File: src/rtl/hazard_pkg.sv
// Shared types and constants for the pipeline hazard controller.
//   hazard_state_e : controller FSM states (RUN / MEM_WAIT / FAULT)
//   hazard_ctrl_t  : bundle of stall/flush controls driven to the pipeline
//   REG_IDX_W      : architectural register index width
//   PERF_CNT_W     : performance counter width
package hazard_pkg;

  localparam int unsigned REG_IDX_W  = 5;
  localparam int unsigned PERF_CNT_W = 32;

  typedef enum logic [1:0] {
    RUN      = 2'd0,
    MEM_WAIT = 2'd1,
    FAULT    = 2'd2
  } hazard_state_e;

  typedef struct packed {
    logic stall_f;
    logic stall_d;
    logic stall_e;
    logic stall_m;
    logic flush_d;
    logic flush_e;
    logic flush_w;
  } hazard_ctrl_t;

  // Every stage frozen and a bubble pushed into writeback.
  localparam hazard_ctrl_t CTRL_HOLD_ALL = '{
    stall_f: 1'b1, stall_d: 1'b1, stall_e: 1'b1, stall_m: 1'b1,
    flush_d: 1'b0, flush_e: 1'b0, flush_w: 1'b1
  };

  // Load-use hazard: Execute load writes a register Decode reads (x0 exempt).
  function automatic logic load_use_hazard(
    input logic                 load_e,
    input logic [REG_IDX_W-1:0] rd_e,
    input logic [REG_IDX_W-1:0] rs1_d,
    input logic [REG_IDX_W-1:0] rs2_d
  );
    return load_e && (rd_e != '0) && ((rd_e == rs1_d) || (rd_e == rs2_d));
  endfunction

endpackage

File: src/rtl/hazard_perf_counter.sv
// Free-running 32-bit event counter, wraps at 2^32.
//   clk, rst_n : clock, async active-low reset
//   i_en       : count this cycle
//   o_count    : current count (registered)
module hazard_perf_counter
  import hazard_pkg::*;
(
  input  logic                  clk,
  input  logic                  rst_n,
  input  logic                  i_en,
  output logic [PERF_CNT_W-1:0] o_count
);

  logic [PERF_CNT_W-1:0] r_count;

  always_ff @(posedge clk or negedge rst_n) begin
    if (!rst_n) begin
      r_count <= '0;
    end else if (i_en) begin
      r_count <= r_count + PERF_CNT_W'(1);
    end
  end

  assign o_count = r_count;

endmodule

File: src/rtl/hazard_ctrl_unit.sv
// Pipeline hazard controller: load-use stalls, branch redirect flushes,
// data-memory wait stalls with a timeout fault.
//   clk, reset_n              : clock, async active-low reset
//   Rs1D, Rs2D, RdE, LoadE    : load-use detection inputs
//   PCSrcE                    : taken branch/jump resolved in Execute
//   MemReqM, MemReadyM        : data-memory handshake in Memory stage
//   StallF/D/E/M, FlushD/E/W  : pipeline controls (combinational)
//   MemTimeoutErr             : sticky timeout fault, cleared only by reset
//   StallCnt, FlushCnt        : perf counters, present only when the
//                               HAZARD_PERF_CNT_EN macro is defined, else 0
module hazard_ctrl_unit
  import hazard_pkg::*;
#(
  parameter int unsigned MEM_TIMEOUT = 16
) (
  input  logic                  clk,
  input  logic                  reset_n,
  input  logic [REG_IDX_W-1:0]  Rs1D,
  input  logic [REG_IDX_W-1:0]  Rs2D,
  input  logic [REG_IDX_W-1:0]  RdE,
  input  logic                  LoadE,
  input  logic                  PCSrcE,
  input  logic                  MemReqM,
  input  logic                  MemReadyM,
  output logic                  StallF,
  output logic                  StallD,
  output logic                  StallE,
  output logic                  StallM,
  output logic                  FlushD,
  output logic                  FlushE,
  output logic                  FlushW,
  output logic                  MemTimeoutErr,
  output logic [PERF_CNT_W-1:0] StallCnt,
  output logic [PERF_CNT_W-1:0] FlushCnt
);

  localparam int unsigned CNT_W = $clog2(MEM_TIMEOUT + 1);

  hazard_state_e r_state;
  hazard_state_e w_state_nxt;
  logic [CNT_W-1:0] r_wait_cnt;
  logic [CNT_W-1:0] w_wait_cnt_nxt;

  logic         w_lw_stall;
  logic         w_mem_busy;
  hazard_ctrl_t w_run_ctrl;
  hazard_ctrl_t w_ctrl;

  assign w_lw_stall = load_use_hazard(LoadE, RdE, Rs1D, Rs2D);
  assign w_mem_busy = MemReqM & ~MemReadyM;

  // Normal-flow controls: load-use stall plus redirect flush.
  always_comb begin
    w_run_ctrl         = '0;
    w_run_ctrl.stall_f = w_lw_stall;
    w_run_ctrl.stall_d = w_lw_stall;
    w_run_ctrl.flush_d = PCSrcE;
    w_run_ctrl.flush_e = w_lw_stall | PCSrcE;
  end

  // State and wait-counter registers.
  always_ff @(posedge clk or negedge reset_n) begin
    if (!reset_n) begin
      r_state    <= RUN;
      r_wait_cnt <= '0;
    end else begin
      r_state    <= w_state_nxt;
      r_wait_cnt <= w_wait_cnt_nxt;
    end
  end

  // Next state. The counter tops out at MEM_TIMEOUT on entry to FAULT and
  // then holds, so it never wraps.
  always_comb begin
    w_state_nxt    = r_state;
    w_wait_cnt_nxt = r_wait_cnt;
    unique case (r_state)
      RUN: begin
        if (w_mem_busy) begin
          w_state_nxt    = MEM_WAIT;
          w_wait_cnt_nxt = CNT_W'(1);
        end
      end
      MEM_WAIT: begin
        if (MemReadyM) begin
          w_state_nxt    = RUN;
          w_wait_cnt_nxt = '0;
        end else begin
          w_wait_cnt_nxt = r_wait_cnt + CNT_W'(1);
          if (r_wait_cnt == CNT_W'(MEM_TIMEOUT - 1)) begin
            w_state_nxt = FAULT;
          end
        end
      end
      FAULT: begin
        w_state_nxt = FAULT;
      end
      default: begin
        w_state_nxt    = RUN;
        w_wait_cnt_nxt = '0;
      end
    endcase
  end

  // Outputs. A memory wait masks redirect/load-use; the still-held ID/EX
  // presents them again in the release cycle, so the flush fires once there.
  always_comb begin
    w_ctrl = '0;
    unique case (r_state)
      RUN:      w_ctrl = w_mem_busy ? CTRL_HOLD_ALL : w_run_ctrl;
      MEM_WAIT: w_ctrl = MemReadyM ? w_run_ctrl : CTRL_HOLD_ALL;
      FAULT:    w_ctrl = CTRL_HOLD_ALL;
      default:  w_ctrl = '0;
    endcase
  end

  assign StallF        = w_ctrl.stall_f;
  assign StallD        = w_ctrl.stall_d;
  assign StallE        = w_ctrl.stall_e;
  assign StallM        = w_ctrl.stall_m;
  assign FlushD        = w_ctrl.flush_d;
  assign FlushE        = w_ctrl.flush_e;
  assign FlushW        = w_ctrl.flush_w;
  assign MemTimeoutErr = (r_state == FAULT);

`ifdef HAZARD_PERF_CNT_EN
  hazard_perf_counter u_stall_cnt (
    .clk     (clk),
    .rst_n   (reset_n),
    .i_en    (w_ctrl.stall_f),
    .o_count (StallCnt)
  );

  hazard_perf_counter u_flush_cnt (
    .clk     (clk),
    .rst_n   (reset_n),
    .i_en    (w_ctrl.flush_d | w_ctrl.flush_e),
    .o_count (FlushCnt)
  );
`else
  assign StallCnt = '0;
  assign FlushCnt = '0;
`endif

endmodule
File: config.mk
export PLATFORM = sky130hd
export DESIGN_NAME = hazard_ctrl_unit
export DESIGN_NICKNAME = d
export VERILOG_FILES = /design/src/rtl/hazard_pkg.sv /design/src/rtl/hazard_perf_counter.sv /design/src/rtl/hazard_ctrl_unit.sv
export SDC_FILE = /design/constraint.sdc
export NUM_CORES = 1
export LEC_CHECK = 0
export ABC_AREA = 1
export BUFFER_PORTS_ARGS = -buffer_cell sky130_fd_sc_hd__buf_4
export CAP_MARGIN = 20
export CORE_MARGIN = 4
export CORE_UTILIZATION = 42
export CTS_CLUSTER_DIAMETER = 60
export DETAILED_ROUTE_END_ITERATION = 6
export PLACE_DENSITY = 0.86
export SKIP_CTS_REPAIR_TIMING = 1
export SLEW_MARGIN = 20
export SYNTH_ARGS = -nofsm -noshare
export SYNTH_HDL_FRONTEND = slang
export SYNTH_SLANG_ARGS = --single-unit
File: constraint.sdc
create_clock -name clk -period 1.9 [get_ports clk]
set_input_delay 0 -clock clk [delete_from_list [all_inputs] [get_ports clk]]
set_output_delay 0 -clock clk [all_outputs]
set_load 0.03 [all_outputs]
### After elaboration in Yosys (flattened, before gate mapping)

Index checks and enable logic that the tools add are counted.

| word-level totals | value |
|---|---|
| register bits | 7 |
| latch bits | 0 |
| memory bits (writable) | 0 |
| memory bits (read-only) | 0 |
| input bits | 21 |
| output and inout port bits | 72 |
| word-level logic and storage cells | 31 |
| memories kept | 0 |

| cells by class | value |
|---|---|
| $add $sub $neg | 1 |
| $mul | 0 |
| divide/modulo/power cells | 0 |
| order comparisons | 0 |
| eq/ne operators | 7 |
| shifts and indexed selects | 0 |
| multiplexer cells | 10 |
| bitwise logic cells | 4 |
| reductions and logical operators | 7 |

Operators by type and width:

| kind | count |
|---|---|
| 7-bit case mux with 3 select lines | 1 |
| 5-bit case mux with 3 select lines | 1 |
| 7-bit 2-to-1 mux | 2 |
| 5-bit equality test | 2 |
| 5-bit 2-to-1 mux | 2 |
| 2-bit 2-to-1 mux | 3 |
| 2-bit case mux with 3 select lines | 1 |
| 5-bit by 1-bit adder with 5-bit output (second input constant) | 1 |
| 5-bit by 4-bit equality test with 1-bit output (second input constant) | 1 |
| 5-bit nonzero test | 1 |
| 2-bit AND reduction | 2 |
| 3-bit != test (second input constant) | 1 |
| 2-bit by 1-bit equality test with 1-bit output (second input constant) | 1 |
| 2-bit equality test (second input constant) | 1 |
| 1-bit logical AND | 2 |
| 2-bit logical NOT | 1 |
| 2-bit != test (second input constant) | 1 |
| 1-bit NOT | 2 |
| 1-bit AND | 1 |
| 1-bit logical OR | 1 |
| 1-bit OR | 1 |

### Logic depth before layout (Yosys ltp)

Gate-level depths: netlist (run 1).

| logic depth | value |
|---|---|
| depth after elaboration | 6 |
| gate-level depth with buffers | 9 |
| gate-level depth less buffers | 8 |

### Worst setup path before layout (run 1)

Ideal clock, no wire load.

| timing | value |
|---|---|
| kind | reg2out |
| from | register r_state[0] |
| to | output StallF |
| arrival | 1.210 ns |
| data required time | 1.900 ns |
| setup slack | 0.690 ns |
| cell stages (with the launch flop) | 8 |
| path buffers | 1 |
| cell sequence | dfrtp_1 inv_2 nor2_2 nand2_2 nand2_1 nor2_1 nand2_1 buf_4 |

| between the ends | value |
|---|---|
| cells in the longest elaborated chain, start to end | 2 |
| elaborated cells on any way between the ends | 4 |
| classes of those cells | eq/ne (2); mux (1); reduce/logical (1) |

RTL lines:

| element | RTL line | source |
|---|---|---|
| start, declared | hazard_ctrl_unit.sv:39 | `hazard_state_e r_state;` |
| start signal, assigned | hazard_ctrl_unit.sv:67 | `r_state <= w_state_nxt;` |
| 2-bit equality test (tied with other cells) | hazard_ctrl_unit.sv:109 | `unique case (r_state)` |
| 7-bit case mux with 3 select lines * | hazard_ctrl_unit.sv:109 |  |
| end, declared | hazard_ctrl_unit.sv:25 | `output logic StallF,` |

Every way passes the cells marked *; elsewhere a longest branch is shown, timed or not.

### Worst setup path in the final report (run 1)

| timing | value |
|---|---|
| from | register r_state[0] |
| to | output StallD |

| between the ends | value |
|---|---|
| cells in the longest elaborated chain, start to end | 2 |
| elaborated cells on any way between the ends | 4 |
| classes of those cells | eq/ne (2); mux (1); reduce/logical (1) |

RTL lines:

| element | RTL line | source |
|---|---|---|
| 2-bit equality test (tied with other cells) | hazard_ctrl_unit.sv:109 |  |
| 7-bit case mux with 3 select lines * | hazard_ctrl_unit.sv:109 |  |
| end, declared | hazard_ctrl_unit.sv:26 | `output logic StallD,` |

Marks and branches as above.

==> results of run 1 <==
[path summary, 6_finish.rpt]
kind | from | slack (ns) | endpoint | depth (start not counted)
setup / recovery | r_state[0] | 0.49 | StallD | 7
hold / removal | reset_n | 0.09 | r_wait_cnt[3] | 2
setup reg to reg | r_wait_cnt[0] | 0.61 | r_state[1] | 6
hold reg to reg | r_wait_cnt[4] | 0.49 | r_wait_cnt[4] | 2
max in group asynchronous | reset_n | 1.69 | r_state[0] | 2
min in group clk | MemReadyM | 0.10 | r_wait_cnt[4] | 4
[final cells by class]
cell class,count,area (µm²),share of cell area
Clock buffer,4,26.3,0.0229
Inverter,24,90.1,0.0783
Multi-Input combinational cell,134,601,0.522
Sequential cell,7,175,0.152
Tap cell,30,37.5,0.0326
Timing Repair Buffer,29,220,0.192
[state kept, by name (all words and copies together) (netlist names)]
name,count
r_wait_cnt,5
r_state,2
[cell families after synthesis]
family / count (synthesis) / share of synthesized area
buffers and inverters: 91 / 0.524
DFF: 7 / 0.155
adders and majority gates: 2 / 0.0221
AOI/OAI and AO/OA: 8 / 0.0409
xor gates and xnor gates: 2 / 0.0155
and+or+nand+nor: 58 / 0.240
other: 1 / 0.00331
[through the flow]
stage               instance area, µm²  setup slack, ns  hold WS, ns  std cells
floorplan                         1370            0.690       -0.296        232
global placement                  1110            0.706       -0.185        223
detailed placement                1110            0.632       -0.183        223
CTS                               1140            0.478       -0.455        227
global route                      1150            0.377       0.0944        228
finish                            1150            0.495       0.0943        228
[cell usage after synthesis]
library cell              count  share of area
sky130_fd_sc_hd__nor2_2       1         0.0055
sky130_fd_sc_hd__a21oi_1      1         0.0044
sky130_fd_sc_hd__nand2_1     32           0.11
sky130_fd_sc_hd__buf_4       67           0.44
sky130_fd_sc_hd__inv_2        2         0.0066
sky130_fd_sc_hd__a32o_1       1         0.0088
sky130_fd_sc_hd__inv_1       22          0.073
sky130_fd_sc_hd__nor3_1       3          0.013
sky130_fd_sc_hd__conb_1       1         0.0033
sky130_fd_sc_hd__nand3_2      1         0.0088
sky130_fd_sc_hd__dfrtp_1      7           0.15
sky130_fd_sc_hd__o21ai_0      5          0.022
sky130_fd_sc_hd__nand4_1      1         0.0055
sky130_fd_sc_hd__nor2_1       9          0.030
sky130_fd_sc_hd__o22ai_1      1         0.0055
sky130_fd_sc_hd__nand3_1      5          0.022
sky130_fd_sc_hd__nor3b_2      2          0.022
sky130_fd_sc_hd__ha_1         2          0.022
sky130_fd_sc_hd__and3_4       1         0.0099
sky130_fd_sc_hd__xnor2_1      2          0.015
sky130_fd_sc_hd__nand2_2      3          0.017
[power groups by stage]
stage	logic (µW)	registers (µW)	clock network, µW
floorplan	721	206	0
global placement	780	211	0
detailed placement	793	210	0
CTS	794	209	139
global route	858	214	147
finish	790	210	135
[routing by layer]
layer	GRT usage	part of all wire
met5	0	0
met1	0.111	0.34
met4	0.0633	0.025
met2	0.184	0.51
met3	0.0238	0.13
[placed cells by master, fill, tap and decap left out, drive strengths merged]
| cell type | Yosys | routed |
|---|---|---|
| nor3b | 2 | 2 |
| dfrtp | 7 | 7 |
| nand2 | 35 | 35 |
| nand4 | 1 | 1 |
| nor2 | 10 | 10 |
| conb | 1 | 64 |
| a32o | 1 | 1 |
| buf | 67 | 28 |
| and3 | 1 | 1 |
| a21oi | 1 | 1 |
| ha | 2 | 2 |
| o21ai | 5 | 5 |
| nor3 | 3 | 3 |
| o22ai | 1 | 1 |
| dlygate4sd3 | 0 | 1 |
| clkbuf | 0 | 4 |
| nand3 | 6 | 6 |
| xnor2 | 2 | 2 |
| inv | 24 | 24 |
==> results.toml, run 1 <==
[worst_setup_path]
worstPathBufferInverterCount = 2
max_stage_delay_ns = 0.37
crit_top_cell = "sky130_fd_sc_hd__nand2_1"
timing.critical_path.required_ns = 1.90
cp_slowest_cell = "sky130_fd_sc_hd__dfrtp_1"
crit_path_max_fanout = 5
start_kind = "register"
arrival_time_of_data_at_the_critical_path_endpoint_ns = 1.41
crit_chain = "inv_2 -> nor2_2 -> nand2_2 -> nand2_1 -> nor2_1 -> nand2_1 -> buf_4"
element_type_at_the_critical_path_end = "output port"
worst_path_dominant_cell_family = "simple AND/OR/NAND/NOR gates"
timing_worst_setup_path_type = "reg -> out"

[cells_and_area]
layout-drive-gt1-share = 0.207
growth_of_design_area_from_synthesis_to_finish_pct = 1.55
filler_cell_count = 266
insertedDiodeCount = 0
share_of_the_core_filled_with_cells_in_the_final_layout = 0.456
fin_nets = 222

[timing]
layout_min_cycle_time_ns = 1.41
timing.final.setup_violations = 0
timing_hold_violations_final = 0
timing.final.crit_share = 0.740
timing.clock.skew_ns = 0.00117
tns_ns = 0
setup_repair_after_global_routing_missed_its_margin = "no"
final_max_slew_viol_count = 0
achievable-frequency_mhz = 712

[power_and_ir_drop]
clock_network_fraction_of_total_power = 0.119
power.switching_fraction = 0.570
power.share.sequential = 0.185
p_sw_uw = 647
vdd_drop_max_v = 0.000506
p_leak_uw = 0.000750
combinationalPowerShare = 0.696
power.internal_uw = 488
cellPowerDensity_nw_per_um2 = 987
power.total_uw = 1140

[yosys]
yosysSeqAreaShare = 0.155
syn-mean-instance-area_um2 = 6.70
yosys_warnings = 0
synth.cell_area_um2 = 1130
synth.distinct_cells = 21
seq_cells_post_synth = 7
synth_cells = 169

[detailed_routing]
vias = 867
drt_first_iter_violations = 7
drt-vias-per-instance = 3.80
drt-pass1-iter-count = 4
average_routed_wire_per_standard_cell_um = 8.27
antenna_violating_nets_post_route = 0
drc = 0
postRouteWirelength_um = 1890

[floorplanning]
floorplan.die.width_um = 59.9
design.die.area_um2 = 3590
io_pins = 93
placementRows = 18
die_h_um = 59.9
core_region_area_um2 = 2520
floorplan.initialDensity = 0.449

[job]
drv.max_cap_violation_count = 0

[clock_tree]
clock_tree.htree_level_count = 1
cts.root.buffer_cell = "sky130_fd_sc_hd__clkbuf_4"
clockBufferDepth = 2
cts_inserted_buffers = 3
clk_latency_ns = 0.25
cts.clk_slew.worst_paths_ns = 0.05
clock_sinks = 7
cts_tree = "yes"

[grt]
grt_pass1_vias = 727
grt.overflow.total = 0
grt_max_degree = 8
antenna_found_initial = 0
groute.usage.overall = 0.104
grt_pass1_wl_um = 2820

[placement]
gp_congestion = 0.805
port-buffer-count = 28
hpwlAfterDp_um = 1740

[status]
run_status = "completed"

[worst_hold_path]
worst_hold_class = "in -> async"
Note: power is estimated with default switching activity, not from simulation.
==> run 2, diff against run 1 <==
Settings changed: CORE_UTILIZATION 42 to 39, PLACE_DENSITY 0.86 to 0.81.
Clock period 1.9 ns to 1.5 ns, I/O delays scaled along.
==> run 2 against run 1 <==
Effect of this change: design area grew 0.33%; critical endpoint unchanged; core utilization is 3.8 points lower; first-iteration DRC count rose by 86%; sequential power up 26%; non-clock buffer count did not move.
==> results.toml, run 2 (synthesized netlist as in run 1, its figures left out) <==
[status]
run_status = "completed"

[power_and_ir_drop]
clock_network_fraction_of_total_power = 0.119
combinationalPowerShare = 0.697
p_leak_uw = 0.000750
power.internal_uw = 621
power.switching_fraction = 0.568
cellPowerDensity_nw_per_um2 = 1250
power.share.sequential = 0.184
p_sw_uw = 817
vdd_drop_max_v = 0.000628

[cells_and_area]
fin_nets = 222
top_register = "r_wait_cnt"
most_common_cell_after_layout_fill_and_taps_aside = "sky130_fd_sc_hd__conb_1"
largest_reg_flops = 5
layout-drive-gt1-share = 0.212
share_of_the_core_filled_with_cells_in_the_final_layout = 0.418
biggest_regs = "r_wait_cnt x5, r_state x2"
growth_of_design_area_from_synthesis_to_finish_pct = 1.88
final_cells = 229
layout_common_cells = "sky130_fd_sc_hd__conb_1, sky130_fd_sc_hd__nand2_1, sky130_fd_sc_hd__buf_4"
insertedDiodeCount = 0

[timing]
timing.final.crit_share = 0.907
timing.clock.skew_ns = 0.00310
tns_ns = 0
final_max_slew_viol_count = 0
timing.final.setup_violations = 0
timing_hold_violations_final = 0
setup_repair_after_global_routing_missed_its_margin = "no"
hold_ws_ns = 0.0909
layout_min_cycle_time_ns = 1.36
achievable-frequency_mhz = 735

[job]
drv.max_cap_violation_count = 0

[worst_setup_path]
r2r_setup_slack_ns = 0.23
crit-reg2reg-capture = "r_state[1]"
crit_top_cell = "sky130_fd_sc_hd__nand2_1"
arrival_time_of_data_at_the_critical_path_endpoint_ns = 1.36
critical_path.reg2reg.startpoint = "r_wait_cnt[0]"
start_kind = "register"
timing_worst_setup_path_type = "reg -> out"
crit_path_max_fanout = 3
crit_chain = "inv_1 -> nand2_1 -> nor2_1 -> nor2_2 -> nand2_1 -> buf_4"
worst_r2r_path_depth = 6
element_type_at_the_critical_path_end = "output port"
timing.critical_path.required_ns = 1.50
cp_slowest_cell = "sky130_fd_sc_hd__dfrtp_1"
worst_path_dominant_cell_family = "simple AND/OR/NAND/NOR gates"
worstPathBufferInverterCount = 2
max_stage_delay_ns = 0.40

[clock_tree]
cts.root.buffer_cell = "sky130_fd_sc_hd__clkbuf_4"
cts_tree = "yes"
clock_sinks = 7
clk_latency_ns = 0.25
clock_tree.htree_level_count = 1
clockBufferDepth = 2
cts.clk_slew.worst_paths_ns = 0.05
cts_inserted_buffers = 3

[detailed_routing]
met2RoutedLength_um = 1020
average_routed_wire_per_standard_cell_um = 8.44
drt-pass1-iter-count = 4
antenna_violating_nets_post_route = 0
wl_met3_um = 240
m1_wl_um = 617
vias = 855
drt_first_iter_violations = 13
drt-vias-per-instance = 3.73
highest_layer = "met4"
postRouteWirelength_um = 1930
drc = 0

[placement]
hpwlAfterDp_um = 1780
gp_congestion = 0.832
dp.cells = 224
port-buffer-count = 28

[floorplanning]
die_h_um = 61.9
io_pins = 93
design.die.area_um2 = 3830
floorplan.die.width_um = 61.9
placementRows = 19
floorplan.initialDensity = 0.411
core_region_area_um2 = 2760

[grt]
antenna_found_initial = 0
grt_pass1_vias = 656
grt.overflow.total = 0
grt_max_degree = 8
grt_pass1_wl_um = 2660
groute.usage.overall = 0.0955

[worst_hold_path]
worst_hold_class = "in -> async"
run 2: cell counts in the layout (fill, tap and decap cells not counted):
Identical to the previous run, type by type.
run 2: how the worst max path moves through the flow:
| stage | cells after the start | startpoint | to |
|---|---|---|---|
| global route | 6 | r_state[1] | StallF |
| detailed placement | 6 | r_wait_cnt[0] | r_state[1] |
| finish | 6 | r_state[1] | StallD |
| floorplan | 7 | r_state[0] | StallF |
| global placement | 6 | r_wait_cnt[0] | r_state[1] |
| CTS | 7 | r_state[0] | StallD |
run 2: power groups by stage:
| stage | Combinational [µW] | Sequential (µW) | Clock (µW) |
|---|---|---|---|
| 2_1_floorplan | 914 | 261 | 0 |
| 3_3_place_gp | 991 | 267 | 0 |
| 3_5_place_dp | 1000 | 267 | 0 |
| 4_1_cts | 1000 | 265 | 174 |
| 5_1_grt | 1090 | 274 | 190 |
| 6_report | 1000 | 265 | 171 |
run 2: layout make-up:
class | count | area (µm²)
Fill cell | 291 | 1600
Multi-Input combinational cell | 134 | 603
Timing Repair Buffer | 29 | 220
Sequential cell | 7 | 175
Inverter | 24 | 90.1
Tap cell | 31 | 38.8
Clock buffer | 4 | 26.3
run 2: routing by layer:
| metal | GRT usage | vias up |
|---|---|---|
| li1 | - | 440 |
| met1 | 0.0960 | 359 |
| met2 | 0.176 | 52 |
| met3 | 0.0186 | 4 |
| met4 | 0.0636 | 0 |
| met5 | 0 | - |
run 2: metrics by stage:
step | setup slack, ns | power [µW] | area [µm²]
global route | 0.0249 | 1550 | 1150
detailed placement | 0.246 | 1270 | 1110
finish | 0.139 | 1440 | 1150
global placement | 0.304 | 1260 | 1110
CTS | 0.0869 | 1440 | 1140
floorplan | 0.290 | 1170 | 1370
